`config.mk`:
```
export PLATFORM = sky130hd
export DESIGN_NAME = uart_rx_frame
export DESIGN_NICKNAME = d
export VERILOG_FILES = /design/src/rtl/uart_rx_frame.sv
export SDC_FILE = /design/constraint.sdc
export NUM_CORES = 1
export LEC_CHECK = 0
export ABC_AREA = 1
export CAP_MARGIN = 25
export CORE_ASPECT_RATIO = 0.75
export CORE_MARGIN = 5
export CORE_UTILIZATION = 53
export DETAILED_ROUTE_END_ITERATION = 8
export PLACE_DENSITY = 0.76
export SLEW_MARGIN = 25
export SYNTH_ARGS = -nofsm -noshare
export SYNTH_HDL_FRONTEND = slang
export SYNTH_SLANG_ARGS = --single-unit
```
`constraint.sdc`:
```
create_clock -name clk -period 1.5 [get_ports clk]
set_input_delay 0.3 -clock clk [delete_from_list [all_inputs] [get_ports clk]]
set_output_delay 0.3 -clock clk [all_outputs]
set_load 0.05 [all_outputs]
```
`src/rtl/uart_rx_frame.sv`:
```
// uart_rx_frame: bit-per-clock UART frame receiver with a one-entry
// valid/ready output register and parity/framing/overrun status.

package shared_pkg;
  parameter int unsigned DATA_WIDTH = 8;
endpackage

module uart_rx_frame #(
  parameter int unsigned DATA_WIDTH = shared_pkg::DATA_WIDTH,
  parameter int unsigned PARITY_EN  = 0,
  parameter int unsigned STOP_BITS  = 1
) (
  input  logic                  clk,
  input  logic                  rst,
  input  logic                  rx,
  output logic [DATA_WIDTH-1:0] rx_data,
  output logic                  rx_valid,
  input  logic                  rx_ready,
  output logic                  parity_err,
  output logic                  frame_err,
  output logic                  overrun
);

  localparam logic [2:0] S_IDLE    = 3'd0;
  localparam logic [2:0] S_DATA    = 3'd1;
  localparam logic [2:0] S_PARITY  = 3'd2;
  localparam logic [2:0] S_STOP    = 3'd3;
  localparam logic [2:0] S_RECOVER = 3'd4;

  localparam int unsigned CW = (DATA_WIDTH > 1) ? $clog2(DATA_WIDTH) : 1;
  localparam logic [CW-1:0] LAST_BIT  = CW'(DATA_WIDTH - 1);
  localparam logic [1:0]    LAST_STOP = 2'(STOP_BITS - 1);

  logic                  s1;
  logic                  rx_s;
  logic [2:0]            state;
  logic [CW-1:0]         bit_cnt;
  logic [1:0]            stop_cnt;
  logic [DATA_WIDTH-1:0] shift_reg;
  logic                  perr_acc;
  logic                  ferr_acc;
  logic                  exp_par;
  logic                  deliver;
  logic                  frame_ferr;
  logic                  frame_perr;

  // Two-stage input register; idles high so reset never looks like a start bit
  always_ff @(posedge clk) begin
    if (rst) begin
      s1   <= 1'b1;
      rx_s <= 1'b1;
    end else begin
      s1   <= rx;
      rx_s <= s1;
    end
  end

  // Expected parity of the assembled word and the status of the frame being closed
  always_comb begin
    exp_par    = (PARITY_EN == 2) ? ^shift_reg : ~^shift_reg;
    deliver    = (state == S_STOP) && (stop_cnt == LAST_STOP);
    frame_ferr = ferr_acc | ~rx_s;
    frame_perr = (PARITY_EN != 0) && perr_acc;
  end

  // Frame FSM: start detect, LSB-first data shift, parity, stop bits, break recovery
  always_ff @(posedge clk) begin
    if (rst) begin
      state     <= S_IDLE;
      bit_cnt   <= '0;
      stop_cnt  <= '0;
      shift_reg <= '0;
      perr_acc  <= 1'b0;
      ferr_acc  <= 1'b0;
    end else begin
      case (state)
        S_IDLE: begin
          if (!rx_s) begin
            bit_cnt  <= '0;
            perr_acc <= 1'b0;
            ferr_acc <= 1'b0;
            state    <= S_DATA;
          end
        end
        S_DATA: begin
          shift_reg <= {rx_s, shift_reg[DATA_WIDTH-1:1]};
          bit_cnt   <= bit_cnt + 1'b1;
          if (bit_cnt == LAST_BIT)
            state <= (PARITY_EN != 0) ? S_PARITY : S_STOP;
        end
        S_PARITY: begin
          perr_acc <= (rx_s != exp_par);
          state    <= S_STOP;
        end
        S_STOP: begin
          if (!rx_s)
            ferr_acc <= 1'b1;
          if (stop_cnt == LAST_STOP) begin
            stop_cnt <= '0;
            state    <= rx_s ? S_IDLE : S_RECOVER;
          end else begin
            stop_cnt <= stop_cnt + 1'b1;
          end
        end
        S_RECOVER: begin
          if (rx_s)
            state <= S_IDLE;
        end
        default: state <= S_IDLE;
      endcase
    end
  end

  // One-entry output register: a delivery may replace a word popped on the same edge
  always_ff @(posedge clk) begin
    if (rst) begin
      rx_data    <= '0;
      rx_valid   <= 1'b0;
      parity_err <= 1'b0;
      frame_err  <= 1'b0;
      overrun    <= 1'b0;
    end else begin
      overrun <= 1'b0;
      if (deliver) begin
        if (!rx_valid || rx_ready) begin
          rx_data    <= shift_reg;
          parity_err <= frame_perr;
          frame_err  <= frame_ferr;
          rx_valid   <= 1'b1;
        end else begin
          overrun <= 1'b1;
        end
      end else if (rx_valid && rx_ready) begin
        rx_valid <= 1'b0;
      end
    end
  end

endmodule
```
==> impl_metrics.json <==
{
  "yosysUniqueCellTypes": 25,
  "cp_slowest_stage_delay_ns": 0.51,
  "crit_path_top_delay_cell": "dfxtp_1",
  "yosysSeqAreaShare_pct": 48.7,
  "hold_viol": 0,
  "total_power_uw": 2660,
  "grt_use_total_pct": 17.1,
  "cts_tree": "built",
  "ir_drop_mv": 0.766,
  "fin_crit_sh_pct": 87.8,
  "report.final.slew_viol_count": 0,
  "cts_max_path_buffers": 2,
  "nets": 183,
  "synthTopCellsByArea": "dfxtp_1 (49%), nand2_1 (9.1%), nor2_1 (7.3%), a21oi_1 (6.5%), o21ai_0 (4.9%)",
  "die_area_um2": 3400,
  "finClkSkew_ns": 0.0104,
  "antenna_left": 0,
  "die_h_um": 51.8,
  "cts_hold_buf": 0,
  "synth_seq_cells": 30,
  "wl_per_cell_um": 12.6,
  "cp_max_fo": 12,
  "vias": 1039,
  "period_minus_slack_ns": 1.32,
  "core.rowCount": 15,
  "min_path_type": "reg2reg",
  "fmax_mhz": 760,
  "antenna_cells": 0,
  "clkTransAtPathRegs_ns": 0.09,
  "finalWirelength_um": 2540,
  "synthesis.area_um2": 1230,
  "syn_inst": 157,
  "htree_levels": 2,
  "p_leak_uw": 0.000663,
  "antenna_found_initial": 0,
  "gp_congestion": 0.745,
  "cts_made_buffers": 5,
  "ys.warnings.count": 0,
  "area_growth_pct": 27.2,
  "numClockSinks": 30,
  "core_um2": 2250,
  "post_cts_buffers": 0,
  "power_density_nw_per_um2": 1700,
  "fillers": 181,
  "avgSynthCellArea_um2": 7.85,
  "crit_arrival_ns": 1.52,
  "vias_per_cell": 5.17,
  "insertion_delay_ns": 0.33,
  "yosys.area.top_type_share_pct": 48.7,
  "worstPathCellList": "inv_2 > nand3_2 > inv_1 > o21ai_0 > a21oi_1",
  "first_pass_iters": 6,
  "cts_resized": 0,
  "fp.dieW_um": 65.7,
  "synth_top_cell_by_area": "dfxtp_1",
  "grt_max_degree": 17,
  "synth_nets": 165,
  "dp_hpwl_um": 1890,
  "grt_setup_unrepaired": "false",
  "grt_pass1_vias": 917,
  "start_util_pct": 54.7,
  "status": "finished, final reports clean",
  "root_buffer": "clkbuf_4",
  "fin_tns_setup_ns": 0,
  "port-buffer-count": 14,
  "cp-end-kind": "register",
  "grt_pass1_wl_um": 4260,
  "drt_iter0_drc": 71,
  "path_buf_inv": 2,
  "cap_violations": 0,
  "crit_family": "flip-flops",
  "grt_overflow": 0,
  "critPathKind": "reg2reg",
  "final_layout_size_suffix_gt1_share_pct": 18.2,
  "route.detailed.drc": 0,
  "setup_viol_count_final": 0,
  "start_kind": "register",
  "required_ns": 1.70,
  "io_pins": 16
}
==> where the power goes <==
| group | leakage (uW) | switching (uW) | internal [uW] | total [uW] |
|---|---|---|---|---|
| Sequential | 0.000244 | 125 | 922 | 1050 |
| Combinational | 0.000375 | 599 | 396 | 995 |
| Clock | 0.0000450 | 276 | 345 | 621 |
| Total | 0.000663 | 1000 | 1660 | 2660 |
==> logic make-up (layout without fill, tap and decap cells) <==
kind of cell | after synthesis | count (layout) | share of synthesized area [%]
AOI/OAI and AO/OA | 31 | 31 | 13.1
adders and majority gates | 4 | 4 | 4.06
buffers and inverters | 21 | 40 | 8.43
DFF | 30 | 30 | 48.7
other | 1 | 1 | 0.304
and+or+nand+nor | 70 | 70 | 25.4
==> per-stage QoR <==
stage,cells,hold slack [ns],area (um2),util (%),setup WS [ns]
3_3_place_gp,193,0.396,1490,66.2,0.0576
3_5_place_dp,193,0.401,1490,66.2,0.0560
4_1_cts,201,0.425,1570,69.6,0.209
5_1_grt,201,0.447,1570,69.6,0.0631
2_1_floorplan,157,0.369,1230,-,0.199
6_report,201,0.421,1570,69.6,0.184
==> worst paths after layout <==
check	start	end	slack, ns	cells past startpoint
worst max-delay path	state[2]	shift_reg[7]	0.18	5
worst min-delay path	s1	rx_s	0.42	1
worst max register to register	state[2]	shift_reg[7]	0.18	5
worst min register to register	s1	rx_s	0.42	1
==> synthesized netlist by cell type, drive strengths merged <==
cell	count
nand3	7
clkinv	1
ha	4
o21bai	1
o21ai	14
nand2	31
nor2	27
dfxtp	30
a21oi	16
nor3	3
or2	2
buf	4
inv	15
clkbuf	1
conb	1
==> area by class of cell <==
| class | instances | area (um2) | share of cell area [%] |
|---|---|---|---|
| sequential | 30 | 601 | 38.3 |
| multi-input combinational | 106 | 528 | 33.7 |
| timing repair buffer | 16 | 265 | 16.9 |
| inverter | 16 | 65.1 | 4.15 |
| clock inverter | 3 | 40.0 | 2.55 |
| clock buffer | 5 | 37.5 | 2.39 |
| tap | 25 | 31.3 | 2.00 |
==> layout by cell type (no fill, tap or decap), types with 2 or more instances in the layout <==
master	netlist	final
a21oi_1	16	16
buf_12	0	11
buf_4	1	2
clkbuf_4	0	5
clkdlybuf4s50_1	0	3
clkinv_2	0	2
dfxtp_1	30	30
ha_1	4	4
inv_1	14	14
nand2_1	30	30
nand3_1	5	5
nor2_1	24	24
nor2_2	2	2
nor3_1	3	3
o21ai_0	12	12
or2_2	2	2
==> worst reg2reg max path, cell delays in order (launching register included) <==
cell and delay, ns:
dfxtp_1 0.51, inv_2 0.10, nand3_2 0.14, inv_1 0.19, o21ai_0 0.19, a21oi_1 0.06
==> per-layer routing <==
metal	track usage [%]	vias to the layer above	wire length, um
li1	-	535	-
met1	22.1	471	1130
met2	25.5	28	1200
met3	6.48	5	157
met4	7.24	0	49
met5	0	-	0
Power figures use the tool's default switching activity.
